$ cat src/rtl/port_bus_master_pkg.sv
// Shared types for the KCPSM3-style port bus master: FSM states and queued command layout.
package port_bus_master_pkg;

    typedef enum logic [1:0] {
        StIdle   = 2'd0,
        StSetup  = 2'd1,
        StStrobe = 2'd2,
        StResp   = 2'd3
    } state_e;

    // Queued command: {rw[16], port[15:8], data[7:0]}; rw = 1 means read.
    typedef struct packed {
        logic       rw;
        logic [7:0] port;
        logic [7:0] data;
    } cmd_t;

    localparam int unsigned CMD_W = $bits(cmd_t);

endpackage

$ cat src/rtl/port_bus_master_fifo.sv
// Synchronous command FIFO, depth 2**AW, with full/empty flags.
// Simultaneous push and pop both take effect and leave the count unchanged.
module port_bus_master_fifo #(
    parameter int unsigned WIDTH = 17,
    parameter int unsigned AW    = 2
) (
    input  logic             clk,
    input  logic             reset,
    input  logic             push,
    input  logic [WIDTH-1:0] wdata,
    input  logic             pop,
    output logic [WIDTH-1:0] rdata,
    output logic             full,
    output logic             empty
);

    localparam int unsigned DEPTH = 2 ** AW;

    logic [WIDTH-1:0] mem_q [DEPTH];
    logic [AW-1:0]    wr_ptr_q;
    logic [AW-1:0]    rd_ptr_q;
    logic [AW:0]      count_q;

    // Count never exceeds DEPTH, so its top bit alone marks full.
    assign full  = count_q[AW];
    assign empty = (count_q == '0);
    assign rdata = mem_q[rd_ptr_q];

    // Storage array: written on push only, contents are don't-care when empty.
    always_ff @(posedge clk) begin
        if (push) begin
            mem_q[wr_ptr_q] <= wdata;
        end
    end

    // Pointers and occupancy; reset discards anything queued.
    always_ff @(posedge clk or negedge reset) begin
        if (!reset) begin
            wr_ptr_q <= '0;
            rd_ptr_q <= '0;
            count_q  <= '0;
        end else begin
            if (push) begin
                wr_ptr_q <= wr_ptr_q + 1'b1;
            end
            if (pop) begin
                rd_ptr_q <= rd_ptr_q + 1'b1;
            end
            if (push && !pop) begin
                count_q <= count_q + 1'b1;
            end else if (pop && !push) begin
                count_q <= count_q - 1'b1;
            end
        end
    end

endmodule

$ cat src/rtl/port_bus_master.sv
// Port bus initiator: queues {rw, port, data} commands and replays them as KCPSM3 bus cycles
// (one setup cycle, one strobe cycle), returning read data on a valid/ready channel.
module port_bus_master
    import port_bus_master_pkg::*;
#(
    parameter int unsigned FIFO_AW = 2
) (
    input  logic       clk,
    input  logic       reset,
    input  logic       cmd_valid,
    output logic       cmd_ready,
    input  logic       cmd_rw,
    input  logic [7:0] cmd_port,
    input  logic [7:0] cmd_data,
    output logic       rsp_valid,
    input  logic       rsp_ready,
    output logic [7:0] rsp_data,
    output logic [7:0] port_id,
    output logic [7:0] out_port,
    output logic       write_strobe,
    output logic       read_strobe,
    input  logic [7:0] in_port,
    output logic       busy
);

    state_e     state_q, state_d;
    cmd_t       fifo_head;
    logic       fifo_full, fifo_empty;
    logic       push, pop;
    logic       rw_q;
    logic [7:0] port_id_q, out_port_q, rsp_data_q;
    logic       write_strobe_q, read_strobe_q;

    // Ready is gated by reset so nothing is accepted while the block is held in reset.
    assign cmd_ready = reset & ~fifo_full;
    assign push      = cmd_valid & cmd_ready;

    port_bus_master_fifo #(
        .WIDTH (CMD_W),
        .AW    (FIFO_AW)
    ) u_fifo (
        .clk   (clk),
        .reset (reset),
        .push  (push),
        .wdata ({cmd_rw, cmd_port, cmd_data}),
        .pop   (pop),
        .rdata (fifo_head),
        .full  (fifo_full),
        .empty (fifo_empty)
    );

    // Next-state and pop decision; a pop always launches a new SETUP cycle.
    always_comb begin
        state_d = state_q;
        pop     = 1'b0;
        unique case (state_q)
            StIdle: begin
                if (!fifo_empty) begin
                    pop     = 1'b1;
                    state_d = StSetup;
                end
            end
            StSetup: begin
                state_d = StStrobe;
            end
            StStrobe: begin
                if (rw_q) begin
                    state_d = StResp;
                end else if (!fifo_empty) begin
                    pop     = 1'b1;
                    state_d = StSetup;
                end else begin
                    state_d = StIdle;
                end
            end
            StResp: begin
                // Bus stays quiet until the response is taken, so each read has one response.
                if (rsp_ready) begin
                    if (!fifo_empty) begin
                        pop     = 1'b1;
                        state_d = StSetup;
                    end else begin
                        state_d = StIdle;
                    end
                end
            end
            default: begin
                state_d = StIdle;
            end
        endcase
    end

    // State, bus registers, registered strobes and read capture.
    always_ff @(posedge clk or negedge reset) begin
        if (!reset) begin
            state_q        <= StIdle;
            rw_q           <= 1'b0;
            port_id_q      <= '0;
            out_port_q     <= '0;
            write_strobe_q <= 1'b0;
            read_strobe_q  <= 1'b0;
            rsp_data_q     <= '0;
        end else begin
            state_q        <= state_d;
            // Strobe is only entered from SETUP, where rw_q is already the active command.
            write_strobe_q <= (state_d == StStrobe) && !rw_q;
            read_strobe_q  <= (state_d == StStrobe) && rw_q;
            if (pop) begin
                rw_q       <= fifo_head.rw;
                port_id_q  <= fifo_head.port;
                out_port_q <= fifo_head.data;
            end
            if ((state_q == StStrobe) && rw_q) begin
                rsp_data_q <= in_port;
            end
        end
    end

    assign port_id      = port_id_q;
    assign out_port     = out_port_q;
    assign write_strobe = write_strobe_q;
    assign read_strobe  = read_strobe_q;
    assign rsp_data     = rsp_data_q;
    assign rsp_valid    = (state_q == StResp);
    assign busy         = (state_q != StIdle) || !fifo_empty;

endmodule

$ cat config.mk
export PLATFORM = sky130hd
export DESIGN_NAME = port_bus_master
export DESIGN_NICKNAME = d
export VERILOG_FILES = /design/src/rtl/port_bus_master_pkg.sv /design/src/rtl/port_bus_master_fifo.sv /design/src/rtl/port_bus_master.sv
export SDC_FILE = /design/constraint.sdc
export NUM_CORES = 1
export LEC_CHECK = 0
export CORE_MARGIN = 4
export CORE_UTILIZATION = 45
export DETAILED_ROUTE_END_ITERATION = 16
export HOLD_SLACK_MARGIN = 0.12
export PLACE_DENSITY = 0.79
export SLEW_MARGIN = 20
export SYNTH_ARGS = -nofsm -noshare
export SYNTH_HDL_FRONTEND = slang
export SYNTH_SLANG_ARGS = --single-unit
$ cat constraint.sdc
create_clock -name clk -period 2.6 [get_ports clk]
set_input_delay 0.52 -clock clk [delete_from_list [all_inputs] [get_ports clk]]
set_output_delay 0.52 -clock clk [all_outputs]
set_load 0.005 [all_outputs]
# Word-level counts from Yosys, hierarchy flattened
# Memory sizes are Yosys's and may differ from the RTL's. A register that Yosys moved wholly into a read port is not among the register bits.
# Index checks and enable logic that the tools add are counted.
# Widths: inputs -> output; s select.
# word_totals
regBits	19
latchBits	0
ramBits	68
rom_bits	0
input_bits	29
out_inout_bits	29
word_cells	47
n_memories	1
# op_classes
add_sub_neg	4
multipliers	0
div_mod_pow	0
order_cmp	0
n_eq_ne	4
shifts	0
mux	13
bitwise_logic	3
n_reduce_logical	15
# mem_list
memory	words	word_bits	read_ports	rd_ports_with_merged_regs	wr	line	text
u_fifo.mem_q	4	17	1	1	1	port_bus_master_fifo.sv:19	logic [WIDTH-1:0] mem_q [DEPTH];
# ops
operator	count
$pmux 2 s4	1
$eq 2x2->1 const B	3
$mux 1	6
$mux 2	3
$mux 3	2
$logic_and 1x1->1	5
$logic_not 1->1	5
$add 2x1->2 const B	2
$reduce_bool 2->1	2
$add 3x1->3 const B	1
$logic_not 3->1	1
$pmux 1 s3	1
$sub 3x1->3 const B	1
$and 1x1->1	2
$eq 2x1->1 const B	1
$logic_not 2->1	1
$logic_or 1x1->1	1
$not 1->1	1

# Longest topological paths before layout
# depth
ltp_word	7
mapped_depth	10
depth_no_buf	9

# By module
# From an unflattened synthesis, not the netlist that was laid out.
# hier_totals
cells_unflattened	193
area_unflattened_um2	4073.9
# modules_own_cells
mod	instances	cells_each	area_per_inst_um2	seq_area_each_um2
port_bus_master_fifo	1	122	2882.8	2217.1
port_bus_master	1	71	1191.1	725.7

# Worst setup path after synthesis
# OpenSTA, ideal clock, no wires.
# synth_path
path_kind	input port to flip-flop
from	input port rsp_ready
to	register u_fifo.count_q[2]
t_arrival_ps	2104
required_time_ps	2521
path_slack_ps	417
path_stages	10
n_path_buf	1
cell_sequence	and3_1 > o211a_2 > buf_6 > inv_1 > ha_1 > inv_1 > fa_1 > xor2_1 > nor2_1 > xor2_1
# synth_between
elab_chain_len	5
elab_cells_between_ends	7
cone_classes	mux: 3; reduce/logical: 4
# synth_rtl
item	line	text
from (decl)	port_bus_master.sv:16	input logic rsp_ready,
$mux 1 *	port_bus_master.sv:78	if (rsp_ready) begin
$pmux 1 s3 *	port_bus_master.sv:56	unique case (state_q)
$logic_not 1->1	port_bus_master_fifo.sv:49	if (push && !pop) begin
$logic_and 1x1->1	port_bus_master_fifo.sv:49	
$mux 3 / $reduce_bool 2->1 (equally long branches)	--	
to (signal assigned)	port_bus_master_fifo.sv:50	count_q <= count_q + 1'b1;
to (signal assigned)	port_bus_master_fifo.sv:52	count_q <= count_q - 1'b1;
to (decl)	port_bus_master_fifo.sv:22	logic [AW:0] count_q;
# Every way passes the cells marked *; elsewhere a longest branch is shown, timed or not.
# A chain may end at the register's enable or synchronous reset.

# Final worst setup path
# layout_path
from	register u_fifo.count_q[1]
to	output port busy
# layout_between
elab_chain_len	3
# layout_rtl
item	line	text
$logic_not 3->1	port_bus_master_fifo.sv:26	assign empty = (count_q == '0);
$logic_not 1->1	port_bus_master.sv:125	assign busy = (state_q != StIdle) || !fifo_empty;
$logic_or 1x1->1	port_bus_master.sv:125	
to (decl)	port_bus_master.sv:23	output logic busy
# No other way between the ends.

==> metrics.txt <==
Worst path max stage delay=about 0.45 ns; Avg Cell Area, Syn=~21 µm²; Final Worst Setup Slack=between 0.1 and 0.15 ns; initial drt markers=46; f_max=around 0.4 GHz; Slowest cell on crit path=clkdlybuf4s50_1; layout cell share with drive strength beyond 1=just over 20%; clk slew on worst S/H paths=approximately 0.090 ns; Die W=103 µm; worst-path cell chain=or3_4 > or3_1 > clkdlybuf4s50_1; Ys Warns=0; WP data arrival=1.93 ns; # DRC=0; first-pass GRT wire length=~10000 µm; GPL Wtd Cong=between 0.7 and 0.8; hpwl dp=4370 µm; Num Clock Sinks=between 100 and 150; I/O pins=between 50 and 60; Synth Register Bits=104; die footprint=between 0.01 and 0.015 mm²; Die Y=between 100 and 150 µm; CP required=2.08 ns; Area Overhead vs Synth=21.6%; Setup crit end kind=output port; Post-CTS Hold Buffers=0; Layout Skew=roughly 0.011 ns; Multi-input gate area=between 0.001 and 0.0015 mm²; pin count of the biggest net entering global routing=37; ant diodes=0; Core Rows=34; pre-CTS WS=0.0151 ns; main area contributors after synthesis=edfxtp_1 (50%), dfrtp_1 (22%), mux4_1 (6.5%); Final Net Count=about 300; Hold Slack=roughly 0.25 ns; worst-case clock buffer depth=2; worst-path maximum fanout=4; Avg Vias per Cell=5.10; DR WL/cell=17.6 µm; vias in the first global route=approximately 2000; Power Dens Cells=around 1000 mW/mm²; fill count=668; cells after synthesis=just under 200; post-CTS setup buffers=0; post-synth top area share=between 50% and 60%; Initial Utilization=46.5%; outcome=complete, no violations; Hold Path Class=primary input to asynchronous set/reset pin; All-Layer GR Usage=13.1%; cell area after synthesis=approximately 0.0041 mm²; critical path class=flop to output port; register area share after synthesis=a little over 70%; setup_tns=0 ns; Hold Vio Cnt, Final=0; syn nets=231; Seq. cell area=between 0.002 and 0.003 mm²; Static Leak=~0.0018 µW; total gr overflow=0; Core ar.=about 0.0088 mm²; Synth cell types=27; H-tree levels=3; Resized Gates After CTS=0; crit start category=flop; Largest delay share family, worst path=simple AND/OR/NAND/NOR gates; Tot Pwr=between 5000 and 6000 µW; Final Routed Wirelength=6660 µm; TritonCTS clock tree=done; worst-margin pin slew=0.812 ns; total number of vias=1932; First-pass DRT Iterations=4; buffers plus inverters on the worst setup path=1; CTS buffer count=9; initial antenna violation count=0; Worst VDD drop=around 340 µV; post-layout minimum cycle time=2.45 ns; unrepaired setup endpoints after global routing=no; Rel. slew slack=45.9%; Max Cap Violations=0; root buffer cell=clkbuf_8; leading area contributor after synthesis=edfxtp_1; antenna-violating nets left=0; Clock Latency Late Sink=0.35 ns; Final Setup Violations=0; Tcrit/Tclk final=94.2%; final count of pins violating max slew=0; IO buf count=57
-- cells in the mapped netlist (all sizes together) --
| cell | instances |
|---|---|
| ha | 5 |
| and3 | 5 |
| nor2b | 2 |
| mux4 | 17 |
| edfxtp | 68 |
| inv | 5 |
| mux2 | 25 |
| fa | 1 |
| and2 | 2 |
| nor2 | 4 |
| or3 | 2 |
| nand2 | 3 |
| buf | 6 |
| nand3b | 1 |
| a21oi | 2 |
| xnor2 | 3 |
| o21ai | 4 |
| o211a | 1 |
| nand2b | 1 |
| xor2 | 3 |
| dfrtp | 36 |
-- kinds of logic (layout without fill, tap and decap cells) --
group,count (synthesis),in the layout,synth area share (%)
buffers and inverters,11,86,2.03
muxes,42,42,18.6
adders and majority gates,6,6,2.03
AOI/OAI and AO/OA,7,7,0.983
xor gates and xnor gates,6,6,1.29
DFF,104,104,72.3
and+or+nand+nor,20,20,2.80
-- area by class of cell --
class / instances / share of cell area [%]
Tap cell: 108 / 2.73
Multi-Input combinational cell: 81 / 21.1
Sequential cell: 104 / 59.4
Timing Repair Buffer: 65 / 12.6
Inverter: 5 / 0.379
Clock buffer: 12 / 2.73
Clock inverter: 4 / 0.960
-- per-layer routing --
layer | routed length [µm] | vias to the layer above | part of all wire (%) | track usage (%)
met5 | 0 | - | 0 | 0
met4 | 52 | 0 | 0.78 | 3.29
met3 | 502 | 7 | 7.5 | 5.01
met2 | 3290 | 59 | 49 | 21.9
met1 | 2810 | 964 | 42 | 16.1
li1 | - | 902 | - | -
-- layout by cell type, fill, tap and decap left out, drive strengths merged, types with 3 or more instances in the layout --
cell,instances
clkdlybuf4s50,56
clkbuf,12
xnor2,3
mux2,25
mux4,17
and3,5
ha,5
edfxtp,68
dfrtp,36
nor2,4
o21ai,4
xor2,3
inv,5
buf,9
nand2,3
-- worst paths after layout --
path                              startpoint                  to  slack [ns]  depth (start not counted)
max                        u_fifo.count_q[1]                busy        0.15                          3
min reg2reg                      rsp_data[3]         rsp_data[3]        0.51                          1
max in group asynchronous              reset  u_fifo.rd_ptr_q[0]        2.01                          2
min in group clk                 rsp_data[3]         rsp_data[3]        0.51                          1
min                                    reset         out_port[6]        0.25                          2
max reg2reg                u_fifo.count_q[1]   u_fifo.count_q[2]        0.45                          9
-- worst reg2reg max path: stages (launching register included) --
cell	delay [ns]
dfrtp_1	0.42
or3_4	0.41
o211a_2	0.15
inv_1	0.06
ha_1	0.17
inv_1	0.06
fa_1	0.38
xor2_1	0.15
nor2_1	0.12
xor2_1	0.16
-- report_power, final --
part	switching [µW]	internal [µW]
Clock	481	444
Combinational	619	1210
Sequential	290	2150
Total	1390	3800
-- sequential cells by signal, indices dropped and copies added, names as in the netlist --
name,flops
u_fifo.mem_q,68
out_port,8
port_id,8
rsp_data,8
u_fifo.count_q,3
state_q,2
u_fifo.rd_ptr_q,2
u_fifo.wr_ptr_q,2
read_strobe,1
rw_q,1
write_strobe,1
-- per-stage QoR --
stage / cells / util [%] / area [µm²]
6_report: 379 / 56.5 / 4950
5_1_grt: 379 / 56.5 / 4950
4_1_cts: 379 / 56.5 / 4950
3_5_place_dp: 363 / 54.4 / 4770
3_3_place_gp: 363 / 54.4 / 4770
2_1_floorplan: 196 / - / 4070
No activity file was read; power rests on OpenSTA's default activity.
